**config.mk**
```make
export PLATFORM = sky130hd
export DESIGN_NAME = spi_master
export DESIGN_NICKNAME = d
export VERILOG_FILES = /design/src/rtl/spi_master_pkg.sv /design/src/rtl/spi_shift_reg.sv /design/src/rtl/spi_master.sv
export SDC_FILE = /design/constraint.sdc
export NUM_CORES = 1
export LEC_CHECK = 0
export CAP_MARGIN = 20
export CORE_MARGIN = 2
export CORE_UTILIZATION = 52
export DETAILED_ROUTE_END_ITERATION = 8
export PLACE_DENSITY = 0.79
export RECOVER_POWER = 50
export SYNTH_ARGS = -nofsm -noshare
export SYNTH_HDL_FRONTEND = slang
export SYNTH_SLANG_ARGS = --single-unit
```
**constraint.sdc**
```tcl
create_clock -name clk -period 2.2 [get_ports clk]
set_input_delay 0.22 -clock clk [delete_from_list [all_inputs] [get_ports clk]]
set_output_delay 0.22 -clock clk [all_outputs]
set_load 0.01 [all_outputs]
```
**src/rtl/spi_master_pkg.sv**
```systemverilog
// Shared types and constants for the SPI command master.
package spi_master_pkg;

  // Frame is {cmd[1:0], data[7:0]}
  localparam int FRAME_W = 10;
  localparam int DATA_W  = 8;
  localparam int CNT_W   = 4;

  typedef enum logic [2:0] {
    IDLE    = 3'd0,
    SEL     = 3'd1,
    SHIFT   = 3'd2,
    WAIT    = 3'd3,
    CAPTURE = 3'd4,
    DONE    = 3'd5
  } state_e;

  typedef enum logic [1:0] {
    WR_ADDR = 2'b00,
    WR_DATA = 2'b01,
    RD_ADDR = 2'b10,
    RD_DATA = 2'b11
  } cmd_e;

  // Slave select is driven low in every state that belongs to an open frame.
  function automatic logic ss_active(input state_e s);
    return (s == SEL) || (s == SHIFT) || (s == WAIT) || (s == CAPTURE);
  endfunction

endpackage

```
**src/rtl/spi_shift_reg.sv**
```systemverilog
// Parallel-load shift register, MSB-first serial out and LSB serial in.
// The same register carries the outgoing frame and then collects the
// returned read byte, since both are never live at the same time.
module spi_shift_reg
  import spi_master_pkg::*;
#(
  parameter int W     = FRAME_W,
  parameter int OUT_W = DATA_W
) (
  input  logic             clk,
  input  logic             rst,
  input  logic             load,
  input  logic [W-1:0]     load_data,
  input  logic             shift,
  input  logic             sin,
  output logic             sout,
  output logic [OUT_W-1:0] peek
);

  logic [W-1:0] q_reg;

  // Load has priority over shift; zeros fill from the bottom while sending.
  always_ff @(posedge clk or posedge rst) begin
    if (rst) begin
      q_reg <= '0;
    end else if (load) begin
      q_reg <= load_data;
    end else if (shift) begin
      q_reg <= {q_reg[W-2:0], sin};
    end
  end

  assign sout = q_reg[W-1];

  // Low OUT_W bits as they will be after the current shift; lets the master
  // register the completed byte on the same edge that samples its last bit.
  assign peek = {q_reg[OUT_W-2:0], sin};

endmodule

```
**src/rtl/spi_master.sv**
```systemverilog
// SPI command master: sends {cmd, data} MSB first after a one-cycle select
// bit, and for read-data commands waits TURNAROUND cycles then samples an
// 8-bit response from MISO. One SPI bit per system clock.
module spi_master
  import spi_master_pkg::*;
#(
  // Idle cycles between last MOSI bit and first MISO sample; 1..15.
  parameter int TURNAROUND = 2
) (
  input  logic              clk,
  input  logic              rst,
  input  logic              req_valid,
  output logic              req_ready,
  input  logic [1:0]        req_cmd,
  input  logic [DATA_W-1:0] req_data,
  output logic              MOSI,
  output logic              SS_n,
  input  logic              MISO,
  output logic              rsp_valid,
  output logic [DATA_W-1:0] rsp_data,
  output logic              busy
);

  // Counter reload values; each phase counts down to zero then exits.
  localparam logic [CNT_W-1:0] SHIFT_LOAD = CNT_W'(FRAME_W - 1);
  localparam logic [CNT_W-1:0] WAIT_LOAD  = CNT_W'(TURNAROUND - 1);
  localparam logic [CNT_W-1:0] CAPT_LOAD  = CNT_W'(DATA_W - 1);
  localparam logic [CNT_W-1:0] CNT_ONE    = CNT_W'(1);

  state_e            state_reg, state_next;
  logic [CNT_W-1:0]  cnt_reg, cnt_next;
  cmd_e              cmd_reg, cmd_next;
  logic              mosi_reg, mosi_next;
  logic              ss_n_reg;
  logic              rsp_valid_reg;
  logic [DATA_W-1:0] rsp_data_reg, rsp_data_next;

  logic              sr_load;
  logic              sr_shift;
  logic              sr_sin;
  logic              sr_sout;
  logic [DATA_W-1:0] sr_peek;

  spi_shift_reg #(
    .W     (FRAME_W),
    .OUT_W (DATA_W)
  ) u_shift (
    .clk       (clk),
    .rst       (rst),
    .load      (sr_load),
    .load_data ({req_cmd, req_data}),
    .shift     (sr_shift),
    .sin       (sr_sin),
    .sout      (sr_sout),
    .peek      (sr_peek)
  );

  // Next-state, counter and next-output decode. Outputs are computed for
  // the state being entered so that the registered pins line up with it.
  always_comb begin
    state_next    = state_reg;
    cnt_next      = cnt_reg;
    cmd_next      = cmd_reg;
    mosi_next     = 1'b0;
    rsp_data_next = rsp_data_reg;
    sr_load       = 1'b0;
    sr_shift      = 1'b0;
    sr_sin        = 1'b0;

    unique case (state_reg)
      IDLE: begin
        if (req_valid) begin
          state_next = SEL;
          cmd_next   = cmd_e'(req_cmd);
          sr_load    = 1'b1;
          // Select cycle carries the read/write bit ahead of the frame.
          mosi_next  = req_cmd[1];
        end
      end

      SEL: begin
        state_next = SHIFT;
        cnt_next   = SHIFT_LOAD;
        mosi_next  = sr_sout;
        sr_shift   = 1'b1;
      end

      SHIFT: begin
        if (cnt_reg == '0) begin
          if (cmd_reg == RD_DATA) begin
            state_next = WAIT;
            cnt_next   = WAIT_LOAD;
          end else begin
            state_next = DONE;
          end
        end else begin
          cnt_next  = cnt_reg - CNT_ONE;
          mosi_next = sr_sout;
          sr_shift  = 1'b1;
        end
      end

      WAIT: begin
        if (cnt_reg == '0) begin
          state_next = CAPTURE;
          cnt_next   = CAPT_LOAD;
        end else begin
          cnt_next = cnt_reg - CNT_ONE;
        end
      end

      CAPTURE: begin
        // The register was left all-zero by the frame shift, so after eight
        // shifts its low byte is exactly the received byte.
        sr_shift = 1'b1;
        sr_sin   = MISO;
        if (cnt_reg == '0) begin
          state_next    = DONE;
          rsp_data_next = sr_peek;
        end else begin
          cnt_next = cnt_reg - CNT_ONE;
        end
      end

      DONE: begin
        state_next = IDLE;
      end

      default: begin
        state_next = IDLE;
      end
    endcase
  end

  // State, counter and registered pins; async reset aborts any frame.
  always_ff @(posedge clk or posedge rst) begin
    if (rst) begin
      state_reg     <= IDLE;
      cnt_reg       <= '0;
      cmd_reg       <= WR_ADDR;
      mosi_reg      <= 1'b0;
      ss_n_reg      <= 1'b1;
      rsp_valid_reg <= 1'b0;
      rsp_data_reg  <= '0;
    end else begin
      state_reg     <= state_next;
      cnt_reg       <= cnt_next;
      cmd_reg       <= cmd_next;
      mosi_reg      <= mosi_next;
      ss_n_reg      <= ~ss_active(state_next);
      rsp_valid_reg <= (state_next == DONE);
      rsp_data_reg  <= rsp_data_next;
    end
  end

  assign MOSI      = mosi_reg;
  assign SS_n      = ss_n_reg;
  assign rsp_valid = rsp_valid_reg;
  assign rsp_data  = rsp_data_reg;
  assign req_ready = (state_reg == IDLE);
  assign busy      = (state_reg != IDLE);

endmodule

```
### Yosys cells after proc, flatten, opt, wreduce, memory -nomap -nowiden

Cells that the tools add are included.

| storage, ports and cells | value |
|---|---|
| word-level logic and storage cells | 55 |
| input port bits | 14 |
| register bits after elaboration | 30 |
| output and inout bits | 13 |

| operators by class | value |
|---|---|
| reduce and logical (&&, ||, !) cells | 12 |
| $add $sub $neg | 1 |
| multiplexer cells | 21 |
| eq/ne operators | 12 |
| bitwise operators | 1 |

Operators by type and width:

| kind | count |
|---|---|
| $mux 10 | 2 |
| $mux 4 | 4 |
| $pmux 4 s4 | 1 |
| $mux 3 | 5 |
| $pmux 3 s5 | 1 |
| $eq 3x2->1 const B | 4 |
| $eq 3x3->1 const B | 3 |
| $eq 3x1->1 const B | 2 |
| $mux 1 | 6 |
| $logic_not 4->1 | 1 |
| $reduce_and 2->1 | 2 |
| $reduce_bool 4->1 | 1 |
| $sub 4x1->4 const B | 1 |
| $logic_not 3->1 | 1 |
| $logic_or 1x1->1 | 3 |
| $ne 3x3->1 const B | 1 |
| $pmux 1 s3 | 1 |
| $reduce_and 3->1 | 1 |
| $reduce_bool 3->1 | 1 |
| $eq 2x2->1 const B | 1 |
| $ne 2x2->1 const B | 1 |
| $pmux 1 s2 | 1 |
| $reduce_bool 2->1 | 1 |
| $reduce_or 2->1 | 1 |
| $not 1->1 | 1 |

### Longest topological paths before layout

| depth | value |
|---|---|
| word-level depth | 9 |
| depth in mapped cells | 7 |
| depth with buffers taken out | 6 |

### Cells and area by module

Synthesis repeated with hierarchy kept, for this count alone.

| unflattened totals | value |
|---|---|
| cell total of the unflattened synthesis | 154 |
| area, all modules | 1619.1 um^2 |

By module, submodules not included:

| module | area each (um^2) | sequential area each (um^2) | instances | cells each |
|---|---|---|---|---|
| spi_master | 1092.3 | 501.7 | 1 | 102 |
| spi_shift_reg | 526.8 | 250.2 | 1 | 52 |

### Least setup slack after synthesis

OpenSTA, ideal clock, no wires.

| path | value |
|---|---|
| path kind | flip-flop to flip-flop |
| from | reg cnt_reg[0] |
| to | reg u_shift.q_reg[1] |
| clock period less this slack | 1761 ps |
| required time | 2075 ps |
| setup slack | 439 ps |
| data arrival time | 1636 ps |
| cell stages (with the launch flop) | 7 |
| setup time | 125 ps |
| buffers on the path | 0 |
| path through | dfrtp_1 > inv_1 > ha_1 > or3b_4 > a21oi_4 > o21ai_4 > mux2_2 |

| on the way | value |
|---|---|
| cells in the longest elaborated chain, start to end | 4 |

Ends and longest elaborated chain:

| what | line | text |
|---|---|---|
| from (decl) | spi_master.sv:31 | `logic [CNT_W-1:0] cnt_reg, cnt_next;` |
| from (signal assigned) | spi_master.sv:147 | `cnt_reg <= cnt_next;` |
| $logic_not 4->1 | spi_master.sv:89 | `if (cnt_reg == '0) begin` |
| $mux 1 | spi_master.sv:89 |  |
| $pmux 1 s2 | spi_master.sv:70 | `unique case (state_reg)` |
| $reduce_bool 2->1 (no line) | -- |  |
| to (signal assigned) | spi_shift_reg.sv:27 | `q_reg <= load_data;` |
| to (signal assigned) | spi_shift_reg.sv:29 | `q_reg <= {q_reg[W-2:0], sin};` |
| to (decl) | spi_shift_reg.sv:20 | `logic [W-1:0] q_reg;` |

No other way between the ends.
A chain may end at the register's enable or synchronous reset.

### Worst setup path after layout

| path | value |
|---|---|
| from | reg state_reg[0] |
| to | out req_ready |

| on the way | value |
|---|---|
| cells in the longest elaborated chain, start to end | 1 |

Ends and longest elaborated chain:

| what | line | text |
|---|---|---|
| from (decl) | spi_master.sv:30 | `state_e state_reg, state_next;` |
| from (signal assigned) | spi_master.sv:146 | `state_reg <= state_next;` |
| $logic_not 3->1 | spi_master.sv:160 | `assign req_ready = (state_reg == IDLE);` |
| to (decl) | spi_master.sv:13 | `output logic req_ready,` |

No other way between the ends.

==> results.json <==
{
  "outcome": "finished with violations",
  "violations": "capacitance limit, slew limit",
  "worstPathRequired_ns": 1.98,
  "clock_tree_skew_after_final_layout_ns": 0.00567,
  "tritoncts": "yes",
  "path_class": "reg -> out",
  "ctsLongestPathBuffers": 2,
  "synthesis.area_per_instance_um2": 11.5,
  "ys_ff_latch": 30,
  "final_period_minus_worst_setup_slack_ns": 2.10,
  "gr-usage-all-layers": 0.214,
  "grt_start_max_net_pins": 31,
  "seq_area_frac_synth": 0.484,
  "path_buf_inv": 2,
  "synth_warnings": 0,
  "maxSlewHeadroom": -0.0385,
  "fp.dieW_um": 58.7,
  "path_delay_family": "buffers and inverters",
  "synth_fp_nets": 150,
  "detailed_place_hpwl_um": 2270,
  "power.share.sequential": 0.382,
  "critical_path_arrival_ns": 1.88,
  "worst-path-stages": 3,
  "flow.area_growth_from_synthesis_pct": 22.3,
  "syn_inst": 135,
  "detailedPlace.worstSlack_ns": 0.250,
  "finalHoldViolations": 0,
  "power_report.internal_total_mw": 1.52,
  "antenna_found_initial": 0,
  "share_clk_of_total_power": 0.123,
  "total_leakage_power_nw": 0.843,
  "critical_path.startpoint": "state_reg[0]",
  "drt-wirelength-per-cell_um": 15.9,
  "insertedDiodeCount": 0,
  "place_congestion": 0.861,
  "die_height_um": 58.7,
  "drive_above_1_share": 0.287,
  "min-delay-path-class": "reg -> reg",
  "die_area_mm2": 0.00344,
  "cell_variety_after_synth": 41,
  "utilization": 0.678,
  "power-per-cell-area_mw_per_mm2": 1290,
  "numPortBuffers": 26,
  "cp-endpoint": "req_ready",
  "worst_path_largest_cell_delay_ns": 0.52,
  "crit_slowest_cell": "sky130_fd_sc_hd__dfrtp_2",
  "clock_latency_ns": 0.33,
  "layout.filler_cells": 228,
  "layout_common_cells": "27 x sky130_fd_sc_hd__dfrtp_1, 27 x sky130_fd_sc_hd__mux2_2, 20 x sky130_fd_sc_hd__clkdlybuf4s50_1",
  "clkSinkCount": 30,
  "fmax_ghz": 0.476,
  "dr_total_vias": 1175,
  "rsz_0062_raised_after_global_routing": "false",
  "largest_register_ffs": 10,
  "number_of_iterations_in_the_first_detailed_routing_pass": 4,
  "reg2reg_setup_slack_ns": 0.23,
  "setup-violations-final": 0,
  "synth_area_mm2": 0.00156,
  "setup.worst_path.start_class": "flip-flop",
  "routed_wirelength_um": 3150,
  "detail_route.iter0.violations": 79,
  "clockRootBuffer": "sky130_fd_sc_hd__clkbuf_4",
  "worst_case_vdd_ir_drop_mv": 0.688,
  "detail-route-antenna-nets": 0,
  "num-nets-final": 182,
  "grt_pass1_wl_um": 5400,
  "placed_area_mm2": 0.00185,
  "final_max_slew_viol_count": 31,
  "tritoncts.num_buffers": 5,
  "floorplan.initialDensity": 0.554,
  "combinationalPowerShare": 0.495,
  "hold_buffers": 0,
  "placeableCoreArea_mm2": 0.00281,
  "final.setup.tns_ns": 0,
  "cts_max_level": 2,
  "critPathCaptureType": "primary output",
  "timing.critical_path.fanout_max": 15,
  "net_switching_power_figure_uw": 934,
  "drc": 0,
  "rr_worst_depth": 6,
  "routed_via_density": 5.93,
  "worst_setup_hold_path_clk_slew_ns": 0.09,
  "timing.rr.end": "u_shift.q_reg[3]",
  "placement_rows": 19,
  "regToRegStartpoint": "cnt_reg[0]",
  "post-route-period-util": 0.955,
  "final_design_area_no_fill_mm2": 0.00190,
  "io-pin-count": 27,
  "timing_worst_slew_pin_value_ns": 1.56,
  "via_count_of_the_first_global_routing_pass": 1198,
  "power_switching_share": 0.381,
  "gr-total-overflow": 0,
  "worstPathCellList": "or3_1 > inv_1 > clkdlybuf4s50_1",
  "drv.max_cap_violation_count": 1,
  "setup_slack_ns": 0.0995
}
[timing repair]
action	CTS	global route
setup buffers	0	1
resized for setup	0	2
endpoints found under the setup margin	0	1
[worst reg2reg max path: cells and delay by family, from the launching register on]
family / cells / cell delay, ns
multiplexers: 1 / 0.31
AND/OR/NAND/NOR: 1 / 0.46
AO/OA/AOI/OAI: 2 / 0.32
adder cells (fa/ha/maj): 1 / 0.23
buffers and inverters: 1 / 0.10
flip-flops: 1 / 0.44
[layout make-up]
cell class / instances / area (um2) / area share
flip-flops and latches: 30 / 754 / 0.397
multi-input cells: 92 / 741 / 0.389
repair buffers: 31 / 294 / 0.155
well taps: 31 / 38.8 / 0.0204
clock buffers: 5 / 37.5 / 0.0197
inverters: 7 / 26.3 / 0.0138
clock inverters: 2 / 10.0 / 0.00526
[cell usage after synthesis, drive strengths merged]
library cell | instances | area (um2)
o311a | 1 | 10.0
or3 | 1 | 6.26
xnor2 | 1 | 8.76
dfstp | 1 | 26.3
nor3b | 2 | 15.0
o221ai | 1 | 8.76
a221oi | 1 | 8.76
dfrtp | 29 | 726
maj3 | 1 | 10.0
a21oi | 10 | 61.3
nor3 | 3 | 15.0
nand2 | 4 | 17.5
a32oi | 1 | 8.76
nor2 | 7 | 26.3
nand2b | 1 | 6.26
o21ai | 13 | 76.3
clkbuf | 2 | 7.51
o22ai | 1 | 6.26
and2 | 1 | 6.26
buf | 4 | 28.8
a311oi | 1 | 8.76
ha | 1 | 12.5
or3b | 2 | 20.0
a211oi | 1 | 7.51
a22o | 1 | 8.76
mux2 | 27 | 304
nor2b | 3 | 18.8
o2bb2ai | 1 | 8.76
a22oi | 1 | 7.51
inv | 7 | 26.3
nor4b | 1 | 23.8
a31oi | 1 | 6.26
and3 | 2 | 13.8
a2bb2oi | 1 | 8.76
[worst min path at each step]
stage                          start               end  slack [ns]  cells after the start
floorplan                        rst              MOSI        0.31                      1
global placement    u_shift.q_reg[9]              MOSI        0.48                      1
detailed placement       rsp_data[4]       rsp_data[4]        0.49                      1
CTS                              rst  u_shift.q_reg[5]        0.25                      3
global route             rsp_data[4]       rsp_data[4]        0.54                      1
finish                   rsp_data[4]       rsp_data[4]        0.50                      1
[kinds of logic after synthesis]
group	Yosys count	synth area share
and+or+nand+nor	27	0.109
muxes	27	0.195
DFF	30	0.484
adders and majority gates	2	0.0145
AOI/OAI and AO/OA	35	0.152
xor gates and xnor gates	1	0.00563
buffers and inverters	13	0.0402
[routing by layer]
metal  wire length, um  track usage
met1              1270        0.247
met2              1590        0.356
met3               167       0.0484
met4               121        0.140
met5                 0            0
[power groups by stage]
| stage | Sequential [mW] | Clock, mW | Combinational (mW) |
|---|---|---|---|
| CTS | 0.964 | 0.308 | 1.17 |
| global route | 0.964 | 0.330 | 1.33 |
| finish | 0.936 | 0.302 | 1.21 |
| floorplan | 0.899 | 0 | 0.924 |
| global placement | 0.958 | 0 | 1.12 |
| detailed placement | 0.974 | 0 | 1.17 |
[stage by stage]
step	instances	total power, mW	hold slack [ns]
4_1_cts	197	2.44	0.251
3_5_place_dp	190	2.14	0.494
5_1_grt	198	2.62	0.535
6_report	198	2.45	0.503
2_1_floorplan	135	1.82	0.310
3_3_place_gp	190	2.08	0.484
No activity file was read; power rests on OpenSTA's default activity.
